<file path="src/rtl/issue_select_rr_pkg.sv">
// Shared constants and per-queue presets for the issue selectors.
// The wrap helper keeps circular index arithmetic in one place.
package issue_select_rr_pkg;

    localparam int ISSUE_TAG_W  = 5;
    localparam int ALU_DEPTH    = 7;
    localparam int LS_DEPTH     = 8;
    localparam int MD_DEPTH     = 4;
    localparam int MAX_WAKE_LAT = 4;

    typedef enum logic [1:0] {
        QUEUE_ALU = 2'd0,
        QUEUE_LS  = 2'd1,
        QUEUE_MD  = 2'd2
    } queue_kind_e;

    typedef struct packed {
        logic       rr_mode;
        logic [2:0] wake_lat;
        logic [3:0] busy_cyc;
    } queue_cfg_t;

    localparam queue_cfg_t ALU_CFG = '{rr_mode: 1'b0, wake_lat: 3'd1, busy_cyc: 4'd0};
    localparam queue_cfg_t LS_CFG  = '{rr_mode: 1'b0, wake_lat: 3'd1, busy_cyc: 4'd0};
    localparam queue_cfg_t MD_CFG  = '{rr_mode: 1'b1, wake_lat: 3'd1, busy_cyc: 4'd3};

    function automatic queue_cfg_t queue_cfg(input queue_kind_e kind);
        queue_cfg_t cfg;
        case (kind)
            QUEUE_LS: cfg = LS_CFG;
            QUEUE_MD: cfg = MD_CFG;
            default:  cfg = ALU_CFG;
        endcase
        return cfg;
    endfunction

    // Valid only for base < modulus and offset <= modulus.
    function automatic int wrap_add(input int base, input int offset, input int modulus);
        int sum;
        sum = base + offset;
        if (sum >= modulus) begin
            sum = sum - modulus;
        end
        return sum;
    endfunction

endpackage

</file>
<file path="src/rtl/issue_select_rr_pick.sv">
// Circular first-one finder: first request not masked, scanning from start
// and wrapping N-1 -> 0.
module pick_first_rr
    import issue_select_rr_pkg::*;
#(
    parameter int N     = 7,
    parameter int IDX_W = $clog2(N)
) (
    input  logic [N-1:0]     req,
    input  logic [IDX_W-1:0] start,
    input  logic [N-1:0]     mask,
    output logic [IDX_W-1:0] idx,
    output logic             valid
);

    logic [N-1:0] cand;

    assign cand = req & ~mask;

    always_comb begin
        logic [IDX_W-1:0] pos;
        idx   = '0;
        valid = 1'b0;
        pos   = '0;
        for (int k = 0; k < N; k++) begin
            pos = IDX_W'(wrap_add(int'(start), k, N));
            if (!valid && cand[pos]) begin
                valid = 1'b1;
                idx   = pos;
            end
        end
    end

endmodule

</file>
<file path="src/rtl/issue_select_rr.sv">
// N-entry, P-port issue selector with issued tracking, registered grants,
// delayed destination wakeups and per-port occupancy for non-pipelined units.
module issue_select_rr
    import issue_select_rr_pkg::*;
#(
    parameter int ENTRIES  = 7,
    parameter int PORTS    = 2,
    parameter int TAG_W    = ISSUE_TAG_W,
    parameter int IDX_W    = $clog2(ENTRIES),
    parameter int RR_MODE  = 0,
    parameter int WAKE_LAT = 1,
    parameter int BUSY_CYC = 0
) (
    input  logic                     clk,
    input  logic                     rst,
    input  logic                     flush,
    input  logic [ENTRIES-1:0]       ent_valid,
    input  logic [ENTRIES-1:0]       ent_rdy,
    input  logic [ENTRIES-1:0]       ent_wr,
    input  logic [ENTRIES*TAG_W-1:0] ent_dst,
    input  logic [ENTRIES-1:0]       ent_alloc,
    input  logic [PORTS-1:0]         fu_stall,
    output logic [PORTS-1:0]         grant_en,
    output logic [PORTS*IDX_W-1:0]   grant_idx,
    output logic [ENTRIES-1:0]       grant_vec,
    output logic [PORTS-1:0]         wake_en,
    output logic [PORTS*TAG_W-1:0]   wake_tag
);

    localparam int CNT_W = (BUSY_CYC > 0) ? $clog2(BUSY_CYC + 1) : 1;

    logic [ENTRIES-1:0]     issued;
    logic [ENTRIES-1:0]     elig;
    logic [IDX_W-1:0]       rr_ptr;
    logic [IDX_W-1:0]       scan_start;
    logic [IDX_W-1:0]       last_idx;
    logic [CNT_W-1:0]       busy_cnt [PORTS];
    logic [PORTS-1:0]       avail;
    logic [PORTS-1:0]       sel_en;
    logic [PORTS-1:0]       sel_wr;
    logic [IDX_W-1:0]       sel_idx  [PORTS];
    logic [PORTS*TAG_W-1:0] sel_tag;
    logic [ENTRIES-1:0]     taken    [PORTS+1];
    logic [PORTS-1:0]       pipe_en  [WAKE_LAT+1];
    logic [PORTS*TAG_W-1:0] pipe_tag [WAKE_LAT+1];

    assign elig       = ent_valid & ent_rdy & ~issued & ~ent_alloc;
    assign scan_start = (RR_MODE != 0) ? rr_ptr : '0;
    assign taken[0]   = '0;

    // Each port sees the entries not yet claimed by lower ports; an unavailable
    // port requests nothing, so its would-be entry stays with the next port.
    for (genvar p = 0; p < PORTS; p++) begin : g_port
        logic [ENTRIES-1:0] req;
        logic               wr_bit;
        logic [TAG_W-1:0]   dst;

        assign avail[p] = ~fu_stall[p] & (busy_cnt[p] == '0);
        assign req      = avail[p] ? elig : '0;

        pick_first_rr #(
            .N     (ENTRIES),
            .IDX_W (IDX_W)
        ) u_pick (
            .req   (req),
            .start (scan_start),
            .mask  (taken[p]),
            .idx   (sel_idx[p]),
            .valid (sel_en[p])
        );

        assign taken[p+1] = taken[p] | (sel_en[p] ? (ENTRIES'(1) << sel_idx[p]) : '0);

        always_comb begin
            wr_bit = 1'b0;
            dst    = '0;
            for (int i = 0; i < ENTRIES; i++) begin
                if (sel_idx[p] == IDX_W'(i)) begin
                    wr_bit = ent_wr[i];
                    dst    = ent_dst[i*TAG_W +: TAG_W];
                end
            end
        end

        assign sel_wr[p]                   = sel_en[p] & wr_bit;
        assign sel_tag[p*TAG_W +: TAG_W]   = (sel_en[p] & wr_bit) ? dst : '0;
    end

    // Ports claim entries in scan order, so the highest granting port holds the
    // entry furthest along the scan.
    always_comb begin
        last_idx = '0;
        for (int p = 0; p < PORTS; p++) begin
            if (sel_en[p]) begin
                last_idx = sel_idx[p];
            end
        end
    end

    always_ff @(posedge clk) begin
        if (rst) begin
            issued    <= '0;
            rr_ptr    <= '0;
            grant_en  <= '0;
            grant_idx <= '0;
            grant_vec <= '0;
        end else if (flush) begin
            issued    <= '0;
            grant_en  <= '0;
            grant_idx <= '0;
            grant_vec <= '0;
        end else begin
            issued    <= (issued | taken[PORTS]) & ~ent_alloc;
            grant_en  <= sel_en;
            grant_vec <= taken[PORTS];
            for (int p = 0; p < PORTS; p++) begin
                grant_idx[p*IDX_W +: IDX_W] <= sel_en[p] ? sel_idx[p] : '0;
            end
            if ((RR_MODE != 0) && (|sel_en)) begin
                rr_ptr <= IDX_W'(wrap_add(int'(last_idx), 1, ENTRIES));
            end
        end
    end

    always_ff @(posedge clk) begin
        for (int p = 0; p < PORTS; p++) begin
            if (rst || flush) begin
                busy_cnt[p] <= '0;
            end else if (sel_en[p] && (BUSY_CYC > 0)) begin
                busy_cnt[p] <= CNT_W'(BUSY_CYC);
            end else if (busy_cnt[p] != '0) begin
                busy_cnt[p] <= busy_cnt[p] - CNT_W'(1);
            end
        end
    end

    // Stage 0 lines up with the grant registers; WAKE_LAT more stages follow.
    always_ff @(posedge clk) begin
        if (rst || flush) begin
            for (int s = 0; s <= WAKE_LAT; s++) begin
                pipe_en[s]  <= '0;
                pipe_tag[s] <= '0;
            end
        end else begin
            pipe_en[0]  <= sel_wr;
            pipe_tag[0] <= sel_tag;
            for (int s = 1; s <= WAKE_LAT; s++) begin
                pipe_en[s]  <= pipe_en[s-1];
                pipe_tag[s] <= pipe_tag[s-1];
            end
        end
    end

    assign wake_en  = pipe_en[WAKE_LAT];
    assign wake_tag = pipe_tag[WAKE_LAT];

endmodule

</file>
<file path="config.mk">
export PLATFORM = sky130hd
export DESIGN_NAME = issue_select_rr
export DESIGN_NICKNAME = d
export VERILOG_FILES = /design/src/rtl/issue_select_rr_pkg.sv /design/src/rtl/issue_select_rr_pick.sv /design/src/rtl/issue_select_rr.sv
export SDC_FILE = /design/constraint.sdc
export NUM_CORES = 1
export LEC_CHECK = 0
export CAP_MARGIN = 20
export CORE_MARGIN = 4
export CORE_UTILIZATION = 42
export CTS_BUF_LIST = sky130_fd_sc_hd__clkbuf_4 sky130_fd_sc_hd__clkbuf_8
export DETAILED_ROUTE_END_ITERATION = 6
export GPL_ROUTABILITY_DRIVEN = 0
export PLACE_DENSITY = 0.84
export SKIP_LAST_GASP = 1
export SYNTH_ARGS = -nofsm -noshare
export SYNTH_HDL_FRONTEND = slang
export SYNTH_SLANG_ARGS = --single-unit
</file>
<file path="constraint.sdc">
create_clock -name clk -period 2.7 [get_ports clk]
set_clock_uncertainty 0.2 [all_clocks]
set_input_delay 0.81 -clock clk [delete_from_list [all_inputs] [get_ports clk]]
set_output_delay 0.81 -clock clk [all_outputs]
set_load 0.01 [all_outputs]
</file>
# Word-level counts from Yosys, hierarchy flattened
# Memory sizes are Yosys's and may differ from the RTL's.
# Index checks and enable logic that the tools add are counted.
[word_totals] reg_bits=22 mem_bits_rw=26 elab_cells=155 n_memories=3
[memory_table] name="pipe_tag" words=2 width=10 rd=2 rd_ports_with_merged_regs=0 write_ports=2 line="issue_select_rr.sv:45" text="logic [PORTS*TAG_W-1:0] pipe_tag [WAKE_LAT+1];"
[memory_table] name="pipe_en" words=2 width=2 rd=2 rd_ports_with_merged_regs=0 write_ports=2 line="issue_select_rr.sv:44" text="logic [PORTS-1:0] pipe_en [WAKE_LAT+1];"
[memory_table] name="busy_cnt" words=2 width=1 rd=2 rd_ports_with_merged_regs=0 write_ports=2 line="issue_select_rr.sv:37" text="logic [CNT_W-1:0] busy_cnt [PORTS];"
[classes] n_addsub=2 n_eq_ne=12 n_shift=2 n_mux=75 bitwise_logic=26 n_reduce_logical=30
[ops] operator="$mux 5" n=16
[ops] operator="$mux 1" n=41
[ops] operator="$and 7x7->7" n=5
[ops] operator="$mux 7" n=4
[ops] operator="$not 7->7" n=3
[ops] operator="$mux 10" n=2
[ops] operator="$eq 3x3->1 const B" n=6
[ops] operator="$mux 3" n=6
[ops] operator="$or 7x7->7" n=2
[ops] operator="$shl 1x3->7 const A" n=2
[ops] operator="$eq 3x2->1 const B" n=4
[ops] operator="$logic_and 1x1->1" n=12
[ops] operator="$logic_not 1->1" n=12
[ops] operator="$mux 2" n=6
[ops] operator="$eq 3x1->1 const B" n=2
[ops] operator="$logic_not 3->1" n=2
[ops] operator="$not 1->1" n=6
[ops] operator="$or 1x1->1" n=6
[ops] operator="$reduce_or 3->1" n=2
[ops] operator="$and 1x1->1" n=4
[ops] operator="$reduce_or 2->1" n=1
[ops] operator="$sub 1x1->1 const B" n=2
[ops] operator="$logic_or 1x1->1" n=1

# Depth between registers and ports, before layout
# Gate-level depths: netlist of run 1.
[logic_depth] ltp_word=57 mapped_depth=9

# Cells and area by module
# Synthesis of run 1 repeated with hierarchy kept, for this count alone.
[hier_totals] hier_cells=663 area_unflattened_um2=5293.8
[modules_own_cells] module="pick_first_rr" instances=2 cells_each=198 area_each_um2=1435.1
[modules_own_cells] module="issue_select_rr" instances=1 cells_each=267 area_each_um2=2423.6

# Worst setup path before layout of run 1
# Ideal clock, no wire load.
[synth_timing] path_kind="input-to-reg" startpoint="input port fu_stall[0]" endpoint="memory pipe_tag[0][5] (netlist bit)" setup_ps=130 t_arrival_ps=2527 required_time_ps=2370 path_slack_ps=-157 stages=8 cell_sequence="or2_1 -> buf_2 -> nor4_4 -> a2111oi_4 -> a2111oi_2 -> a211oi_2 -> o2111ai_4 -> nor3b_2"
[synth_rtl] item="start: declaration" line="issue_select_rr.sv:22" text="input logic [PORTS-1:0] fu_stall,"
[synth_rtl] item="end: declaration" line="issue_select_rr.sv:45"

==> results of run 1 <==
[metal layers]
metal	vias up	GRT usage, %	part of all wire (%)
met2	411	56.9	43
met1	1756	40.8	33
met4	0	23.6	10
met3	166	9.46	14
met5	-	0	0
li1	1514	-	-
[cell families (layout without fill, tap and decap cells)]
kind of cell	Yosys count	after routing
AO/OA/AOI/OAI	96	96
AND/OR/NAND/NOR	114	114
other	1	2
flip-flops	48	48
buffers and inverters	32	229
XOR/XNOR	2	2
[through the flow]
| step | instance area (sq um) | std cells |
|---|---|---|
| floorplan | 2680 | 294 |
| global placement | 4160 | 520 |
| detailed placement | 4160 | 520 |
| CTS | 4640 | 547 |
| global route | 4960 | 566 |
| finish | 4960 | 566 |
[sequential cells by signal, indices dropped and copies added, names as in the netlist]
name       flops
busy_cnt       2
grant_en       2
grant_idx      6
grant_vec      7
issued         7
pipe_en        4
pipe_tag      20
[cell usage in the layout, fill, tap and decap left out, types with 5 or more instances in the layout]
cell / n
buf_4: 103
o21ai_1: 5
and2_1: 12
nor2_1: 21
o21ai_0: 5
dfxtp_1: 47
dlymetal6s2s_1: 5
inv_1: 8
o22a_1: 10
a2111oi_4: 5
a21oi_1: 16
clkdlybuf4s50_1: 71
nand2_1: 21
nor3_1: 8
clkbuf_8: 5
o22ai_1: 6
buf_6: 15
dlygate4sd2_1: 5
[power by group]
group,switching [mW],total (mW),leakage (nW),internal (mW)
clock network,0.290,0.569,0.0583,0.280
registers,0.00461,0.721,0.390,0.717
logic,0.270,0.541,1.49,0.271
total,0.564,1.83,1.94,1.27
[worst max-delay path: stages]
cell	delay, ns
buf_8	0.10
and4bb_4	0.42
nor4_4	0.10
buf_4	0.16
buf_6	0.11
a2111oi_4	0.41
a2111oi_4	0.09
a211oi_4	0.38
o2111ai_4	0.29
nor3b_2	0.23
[what timing repair did]
action / in CTS / in global routing
pin swaps: 23 / 31
setup endpoints to repair: 23 / 22
gates resized for setup: 81 / 50
cloned: 0 / 1
setup buffers: 20 / 19
[final timing paths]
| check | startpoint | endpoint | cells after the start |
|---|---|---|---|
| setup / recovery | ent_alloc[0] | pipe_tag[0][6]$_SDFF_PP0_ | 10 |
| hold / removal | pipe_en[0][1]$_SDFF_PP0_ | pipe_en[0][3]$_SDFF_PP0_ | 1 |
| setup reg to reg | busy_cnt[0]$_DFFE_PP_ | pipe_en[0][1]$_SDFF_PP0_ | 11 |
| hold reg to reg | pipe_en[0][1]$_SDFF_PP0_ | pipe_en[0][3]$_SDFF_PP0_ | 1 |
[cell type report]
cell class,count,area [sq um],area share (%)
Multi-Input combinational cell,214,1880,37.8
Clock inverter,3,47.5,0.958
Inverter,10,37.5,0.756
Tap cell,75,93.8,1.89
Sequential cell,48,971,19.6
Timing Repair Buffer,211,1870,37.7
Clock buffer,5,68.8,1.39
==> flow_metrics.py, run 1 <==
metrics = {
    "global_route": {
        "grt-ovfl-total": 0,
        "grt_pass1_vias": 3713,
        "grt_pass1_wl_microns": 20400,
        "grt_antenna_before_repair": 0,
        "grt_usage_pct": 35.3,
        "grt_max_degree": 17,
    },
    "sta": {
        "period_share_pct": 113,
        "finalCriticalPeriod_ns": 3.05,
        "final_hold_viol_count": 0,
        "setup_tns_ns": -2.46,
        "setup_viol": 15,
        "max_freq_ghz": 0.327,
        "tightest_slew_ns": 0.576,
        "hold_slack_ns": 0.235,
        "slew_headroom_pct": 61.5,
        "rsz0062_at_grt": "true",
        "finalWorstSetupSlack_ns": -0.354,
        "drv_slew": 0,
    },
    "yosys": {
        "synth.cell_area_sq_um": 2650,
        "synthAdderAreaFrac_pct": 0,
        "synth-edff-count": 1,
        "ys_seq_elements": 48,
        "ys_top_cells_by_count": "dfxtp_1 (47), nor2_1 (23), nand2_1 (22)",
        "synth_top_area_share_pct": 35.5,
        "synth_xor_area_share_pct": 0.662,
        "synth_top_family_by_area": "compound AO/OA/AOI/OAI gates",
        "avgSynthCellArea_sq_um": 9.04,
        "ys_seq_area_share_pct": 36.7,
        "synthSimpleGateAreaFrac_pct": 26.4,
        "synth_compound_area_share_pct": 29.1,
        "yosys.cell_types.count": 63,
        "post-synth-top-count-cell": "dfxtp_1",
        "async_flop_share_pct": 0,
        "yosys.area.top_type": "dfxtp_1",
        "synth_top_flop_cell": "dfxtp_1",
        "synth_mux_area_share_pct": 0,
        "synthCells": 293,
        "yosys_warnings": 0,
        "synth.area.top_cells": "dfxtp_1 (36%), a21oi_1 (3.8%), buf_4 (3.4%), o22a_1 (3.3%), nor2_1 (3.3%)",
    },
    "die": {
        "fp.dieH_microns": 87.4,
        "std_cell_rows": 28,
        "coreArea_sq_um": 6030,
        "dieArea_sq_um": 7640,
        "die_x_microns": 87.4,
        "pin_count": 95,
        "start_util_pct": 43.9,
    },
    "detailed_routing": {
        "postRouteAntennaNets": 0,
        "route.vias.total": 3847,
        "wl_microns": 15200,
        "drt_iter0_markers": 736,
        "avgViaCountPerCell": 6.80,
        "drc": 100,
        "drt_pass1_iterations": 7,
        "routedWlPerCell_microns": 26.9,
    },
    "finish": {
        "utilization_pct": 82.4,
        "layout-drive-gt1-share_pct": 41.1,
        "layout.nets": 558,
        "fillers": 290,
        "diodes": 0,
        "synthToLayoutAreaGrowth_pct": 87.5,
    },
    "hold_path": {
        "hold_path_class": "reg -> reg",
    },
    "clock_tree": {
        "cts_tree": "yes",
        "root_buffer": "clkbuf_8",
        "hold_buffers": 0,
        "clk_pin_slew_worst_paths_ns": 0.09,
        "cts_buffer_depth": 2,
        "cts_sinks": 48,
        "cts_made_buffers": 5,
        "worstSkewPairLatency_ns": 0.33,
        "cts_max_level": 2,
    },
    "worst_setup_path": {
        "critPathArrivalTime_ns": 3.11,
        "critPathKind": "in -> reg",
        "crit_fanout": 7,
        "critPathCaptureType": "flop",
        "r2r_slack_ns": -0.30,
        "start_kind": "primary input",
        "worstPathRequired_ns": 2.76,
    },
    "outcome": {
        "status": "complete, but fails checks",
        "violations": "design-rule violations, negative setup slack",
    },
    "power_and_ir_drop": {
        "finalPower_mw": 1.83,
        "vdd_drop_max_uv": 263,
        "p_per_area_nw_per_um2": 369,
        "leakage_nw": 1.94,
    },
    "run": {
        "max-cap-violations": 0,
    },
    "place": {
        "pre_cts_ws_ns": -0.757,
        "hpwl_microns": 7760,
        "port_buffers": 94,
    },
}
No activity file was read; power rests on OpenSTA's default activity.
==> run 2: changes to the inputs <==
Settings changed: CORE_UTILIZATION 42 to 59, DONT_BUFFER_PORTS set to 1, PLACE_DENSITY 0.84 to 0.83, SLEW_MARGIN set to 15.
==> run 2 against run 1 <==
The run now ends clean. Sequential cell count unchanged. Sequential share of layout area rose by 10 points. First-iteration DRC count decreased by 65%. Die area is 26% lower. Register-to-register slack improved by 0.36 ns. Via count shrank 28%. Fmax grew 15%. Critical endpoint is now pipe_tag[0][5]$_SDFF_PP0_. Largest cell class unchanged. Largest power group unchanged.
==> flow_metrics.py, run 2 (synthesis results as in run 1) <==
metrics = {
    "worst_setup_path": {
        "worstSetupStartpoint": "fu_stall[0]",
        "cpPeakStageDelay_ns": 0.47,
        "start_kind": "primary input",
        "critPathCaptureType": "flop",
        "critPathKind": "in -> reg",
        "worstPathCellList": "or2_1, a2111oi_2, o31a_1, nand3_1, o22ai_1, nor3b_2",
        "worstPathRequired_ns": 2.69,
        "critPathArrivalTime_ns": 2.64,
        "crit_fanout": 7,
        "reg2regPathDepth": 6,
        "r2r_end": "pipe_tag[0][5]$_SDFF_PP0_",
        "cp_slowest_cell": "a2111oi_2",
        "r2r_slack_ns": 0.06,
        "rr_startpoint": "busy_cnt[0]$_DFFE_PP_",
    },
    "global_route": {
        "grt_pass1_wl_microns": 13100,
        "grt_max_degree": 16,
        "grt-ovfl-total": 0,
        "grt_antenna_before_repair": 0,
        "grt_pass1_vias": 2670,
        "grt_usage_pct": 30.9,
    },
    "finish": {
        "diodes": 0,
        "synthToLayoutAreaGrowth_pct": 22.9,
        "layout_common_cells": "buf_4 (69), dfxtp_1 (47), nor2_1 (23), nand2_1 (22), a21oi_1 (20)",
        "design_area_sq_um": 3250,
        "top_regs": "pipe_tag x20, grant_vec x7, issued x7",
        "largest_reg_flops": 20,
        "fillers": 294,
        "layout.nets": 416,
        "final_common_cell": "buf_4",
        "layout.cells.non_filler": 401,
        "layout-drive-gt1-share_pct": 32.4,
        "top_register": "pipe_tag",
    },
    "clock_tree": {
        "cts_tree": "yes",
        "cts_setup_buffers": 0,
        "hold_buffers": 0,
        "cts_buffer_depth": 2,
        "clk_pin_slew_worst_paths_ns": 0.09,
        "cts_sinks": 48,
        "cts_max_level": 2,
        "worstSkewPairLatency_ns": 0.31,
        "root_buffer": "clkbuf_8",
        "cts_made_buffers": 5,
    },
    "place": {
        "dp.cells": 393,
        "hpwl_microns": 6530,
        "pre_cts_ws_ns": -0.325,
        "port_buffers": 0,
        "placed_area_sq_um": 3120,
    },
    "sta": {
        "setup_tns_ns": 0,
        "max_freq_ghz": 0.378,
        "period_share_pct": 98.0,
        "finalCriticalPeriod_ns": 2.65,
        "tightest_slew_ns": 0.531,
        "finalWorstSetupSlack_ns": 0.0527,
        "setup_viol": 0,
        "drv_slew": 0,
        "slew_headroom_pct": 64.6,
        "final_hold_viol_count": 0,
        "rsz0062_at_grt": "false",
    },
    "power_and_ir_drop": {
        "finalPower_mw": 1.44,
        "vdd_drop_max_uv": 237,
        "leakage_nw": 1.20,
        "p_per_area_nw_per_um2": 442,
    },
    "die": {
        "dieArea_sq_um": 5620,
        "pin_count": 95,
        "std_cell_rows": 24,
        "coreArea_sq_um": 4350,
        "die_x_microns": 75.0,
        "start_util_pct": 60.8,
        "fp.dieH_microns": 75.0,
    },
    "hold_path": {
        "hold_end": "pipe_en[0][2]$_SDFF_PP0_",
        "hold_path_class": "reg -> reg",
        "hold_depth": 1,
        "hold_start": "pipe_en[0][0]$_SDFF_PP0_",
    },
    "detailed_routing": {
        "drt_pass1_iterations": 7,
        "route.vias.total": 2775,
        "avgViaCountPerCell": 6.92,
        "wl_microns": 8630,
        "drt_iter0_markers": 260,
        "postRouteAntennaNets": 0,
        "routedWlPerCell_microns": 21.5,
        "drc": 0,
    },
    "run": {
        "max-cap-violations": 0,
    },
    "outcome": {
        "status": "completed",
    },
}
run 2: worst max-delay path by stage:
| stage | to | cells after the start | slack [ns] |
|---|---|---|---|
| floorplan | pipe_tag[0][5]$_SDFF_PP0_ | 8 | -0.04 |
| global placement | pipe_tag[0][8]$_SDFF_PP0_ | 7 | -0.24 |
| detailed placement | pipe_tag[0][5]$_SDFF_PP0_ | 7 | -0.32 |
| CTS | pipe_tag[0][5]$_SDFF_PP0_ | 7 | 0.02 |
| global route | pipe_tag[0][8]$_SDFF_PP0_ | 7 | 0.005 |
| finish | pipe_tag[0][5]$_SDFF_PP0_ | 6 | 0.05 |
run 2: per-stage QoR:
step	hold slack, ns	utilization, %
floorplan	0.206	-
global placement	0.209	71.6
detailed placement	0.217	71.6
CTS	0.237	73.9
global route	0.252	74.7
finish	0.232	74.7
run 2: layout make-up:
class,count,area [sq um],share of cell area [%]
Clock inverter,2,13.8,0.423
Tap cell,52,65.1,2.00
Timing Repair Buffer,69,518,15.9
Multi-Input combinational cell,214,1570,48.1
Clock buffer,6,82.6,2.54
Inverter,10,37.5,1.15
Sequential cell,48,971,29.8
run 2: power by group:
| group | switching (mW) | internal [mW] | leakage (nW) |
|---|---|---|---|
| registers | 0.00436 | 0.716 | 0.390 |
| logic | 0.138 | 0.120 | 0.756 |
| clock network | 0.248 | 0.210 | 0.0516 |
| total | 0.391 | 1.05 | 1.20 |
run 2: worst max-delay path, delay by kind of cell:
family,cells,cell delay [ns]
compound gates,3,1.11
simple gates,3,0.71
run 2: what timing repair did:
item	in CTS	in global routing
gates resized for setup	1	6
endpoints found under the setup margin	6	12
pin swaps	0	2
run 2: per-layer routing:
metal  wire length [microns]  GRT usage, %  share of wire [%]
met3                    1160          10.1                 13
met2                    3980          48.4                 46
met5                       0             0                  0
met1                    3190          39.1                 37
met4                     299          12.5                3.5
==> run 3: changes to the inputs <==
Settings changed: ABC_AREA set to 1, ABC_CLOCK_PERIOD_IN_PS set to 2700.
==> run 3 against run 2 <==
Register-to-register slack improved by 0.08 ns. Worst hold slack worse by 0.014 ns. Utilization is 4.0 points lower. Critical path type is now reg -> reg. Combinational power down 24%. Global-route usage is 4.3 points lower. Clock-buffer cell count shrank 1. Clock power increased by 35%. Final cell count increased by 17%. Sequential share of layout area rose by 1.7 points. Via count down 5.1%.
==> flow_metrics.py, run 3 <==
metrics = {
    "worst_setup_path": {
        "rr_startpoint": "busy_cnt[0]$_DFFE_PP_",
        "critPathKind": "reg -> reg",
        "worstSetupStartpoint": "busy_cnt[0]$_DFFE_PP_",
        "critPathArrivalTime_ns": 2.57,
        "path_delay_family": "simple AND/OR/NAND/NOR gates",
        "critPathCaptureType": "flop",
        "worstPathRequired_ns": 2.71,
        "critPathBufInv": 2,
        "cp_slowest_cell": "edfxtp_1",
        "crit_fanout": 8,
        "cpPeakStageDelay_ns": 0.48,
        "worstPathCellList": "nor2_8, buf_4, nand3_4, nand3_2, nand2_2, nand2_2, nor2_8, nand3_4, clkinv_1, a21oi_1, nand4_1, nand2_1, nand2_1, nor2_1, nor2_1",
        "start_kind": "flop",
    },
    "detailed_routing": {
        "wl_met3_microns": 924,
        "wl_met1_microns": 2760,
        "wl_met2_microns": 3480,
        "drt_pass1_iterations": 5,
        "routedWlPerCell_microns": 15.9,
        "drt_iter0_markers": 179,
        "route.vias.total": 2634,
        "avgViaCountPerCell": 5.63,
        "drc": 0,
        "wl_microns": 7420,
        "postRouteAntennaNets": 0,
        "top_layer": "met4",
    },
    "die": {
        "dieArea_sq_um": 5650,
        "pin_count": 95,
        "die_x_microns": 75.1,
        "coreArea_sq_um": 4350,
        "fp.dieH_microns": 75.1,
        "start_util_pct": 61.1,
        "std_cell_rows": 24,
    },
    "power_and_ir_drop": {
        "power_frac_seq_pct": 47.1,
        "switching_share_pct": 24.3,
        "pwr-share-comb_pct": 12.7,
        "leakage_nw": 1.48,
        "clockPowerShare_pct": 40.2,
        "p_per_area_nw_per_um2": 499,
        "power_switching_uw": 374,
        "vdd_drop_max_uv": 285,
        "internal_power_mw": 1.16,
    },
    "sta": {
        "drv_slew": 0,
        "period_share_pct": 94.7,
        "setup_viol": 0,
        "hold_slack_ns": 0.218,
        "finalCriticalPeriod_ns": 2.56,
        "max_freq_ghz": 0.391,
        "final_hold_viol_count": 0,
        "rsz0062_at_grt": "true",
    },
    "yosys": {
        "async_flop_share_pct": 0,
        "avgSynthCellArea_sq_um": 6.95,
        "ys_top_cells_by_count": "nand2_1 (82), nor2_1 (67), inv_1 (49)",
        "yosys_warnings": 0,
        "post-synth-top-count-cell": "nand2_1",
        "synth.cell_area_sq_um": 2660,
        "synth.area.top_cells": "dfxtp_1 (35%), nand2_1 (12%), nor2_1 (9.5%), inv_1 (6.9%), nand3_1 (4.3%)",
        "yosys.cell_types.count": 36,
        "ys_seq_area_share_pct": 36.5,
        "synth_top_area_share_pct": 35.4,
        "ys_seq_elements": 48,
        "yosys.area.top_type": "dfxtp_1",
        "synth_top_flop_cell": "dfxtp_1",
        "synth-edff-count": 1,
        "synthCells": 383,
    },
    "finish": {
        "final_common_cell": "nand2_1",
        "largest_reg_flops": 20,
        "layout.nets": 483,
        "design_area_sq_um": 3080,
        "fillers": 329,
        "layout-drive-gt1-share_pct": 23.6,
        "top_register": "pipe_tag",
        "utilization_pct": 70.7,
        "diodes": 0,
        "synthToLayoutAreaGrowth_pct": 15.8,
        "top_regs": "pipe_tag x20, grant_vec x7, issued x7",
        "layout_common_cells": "nand2_1 (80), nor2_1 (67), inv_1 (49), dfxtp_1 (47), buf_4 (39)",
    },
    "clock_tree": {
        "worstSkewPairLatency_ns": 0.31,
        "cts_tree": "yes",
        "cts_made_buffers": 5,
        "root_buffer": "clkbuf_8",
        "hold_buffers": 0,
        "cts_sinks": 48,
        "cts_buffer_depth": 2,
        "clk_pin_slew_worst_paths_ns": 0.09,
        "cts_max_level": 2,
    },
    "hold_path": {
        "hold_path_class": "reg -> reg",
        "hold_start": "pipe_en[0][0]$_SDFF_PP0_",
    },
    "global_route": {
        "grt-ovfl-total": 0,
        "grt_max_degree": 18,
        "grt_antenna_before_repair": 0,
        "grt_pass1_wl_microns": 11400,
        "grt_usage_pct": 26.6,
        "grt_pass1_vias": 2513,
    },
    "outcome": {
        "status": "completed",
    },
    "place": {
        "port_buffers": 0,
        "hpwl_microns": 5700,
        "placed_area_sq_um": 2890,
    },
    "run": {
        "max-cap-violations": 0,
    },
}
run 3: changes by cell type after synthesis, moves of 12 or more:
cell / delta
nand2_1: +60
nor2_1: +44
inv_1: +41
nand3_1: +15
nor3_1: -13
and2_1: -12
run 3: layout make-up:
cell class	count	area [sq um]	share of cell area [%]
sequential	48	971	31.5
clock buffer	5	68.8	2.23
timing repair buffer	39	293	9.50
tap	52	65.1	2.11
inverter	59	221	7.19
multi-input combinational	262	1390	45.2
clock inverter	3	68.8	2.23
run 3: repair_timing:
action	4_1_cts	5_1_grt
setup buffers	0	3
endpoints found under the setup margin	0	12
resized for setup	0	6
run 3: metrics by stage:
step / setup slack (ns) / power [mW] / TNS (ns) / cells
after floorplan: 0.0897 / 0.869 / 0 / 384
after global placement: -0.121 / 0.917 / -1.03 / 457
after detailed placement: -0.188 / 0.923 / -1.89 / 457
after CTS: 0.0782 / 1.53 / 0 / 465
after global routing: -0.0377 / 1.60 / -0.131 / 468
final: 0.144 / 1.54 / 0 / 468
run 3: worst reg2reg max path, cell delays in order, from the launching register on:
cell      delay, ns
edfxtp_1       0.48
nor2_8         0.20
buf_4          0.15
nand3_4        0.08
nand3_2        0.11
nand2_2        0.07
nand2_2        0.12
nor2_8         0.05
nand3_4        0.09
clkinv_1       0.25
a21oi_1        0.25
nand4_1        0.14
nand2_1        0.08
nand2_1        0.07
nor2_1         0.09
nor2_1         0.04
run 3: cells by family after synthesis:
| logic type | synth area share, % |
|---|---|
| flip-flops | 36.5 |
| other | 0.141 |
| buffers and inverters | 12.3 |
| AO/OA/AOI/OAI | 7.71 |
| AND/OR/NAND/NOR | 43.4 |
run 3: path summary, 6_finish.rpt:
path	to	slack (ns)	cells past startpoint
worst max-delay path	pipe_tag[0][7]$_SDFF_PP0_	0.14	15
worst min-delay path	pipe_en[0][2]$_SDFF_PP0_	0.22	2
worst max register to register	pipe_tag[0][7]$_SDFF_PP0_	0.14	15
worst min register to register	pipe_en[0][2]$_SDFF_PP0_	0.22	2
run 3: power groups by stage:
stage                     registers [mW]  clock network [mW]  logic (mW)
after global placement             0.740                   0       0.177
after global routing               0.725               0.657       0.216
after floorplan                    0.739                   0       0.130
after CTS                          0.724               0.622       0.184
final                              0.724               0.618       0.195
after detailed placement           0.741                   0       0.182
run 3: metal layers:
metal  vias to the layer above  track usage (%)
met1                      1190             33.8
met5                         -                0
met4                         0             10.5
met2                       162             42.5
li1                       1252                -
met3                        30             8.01
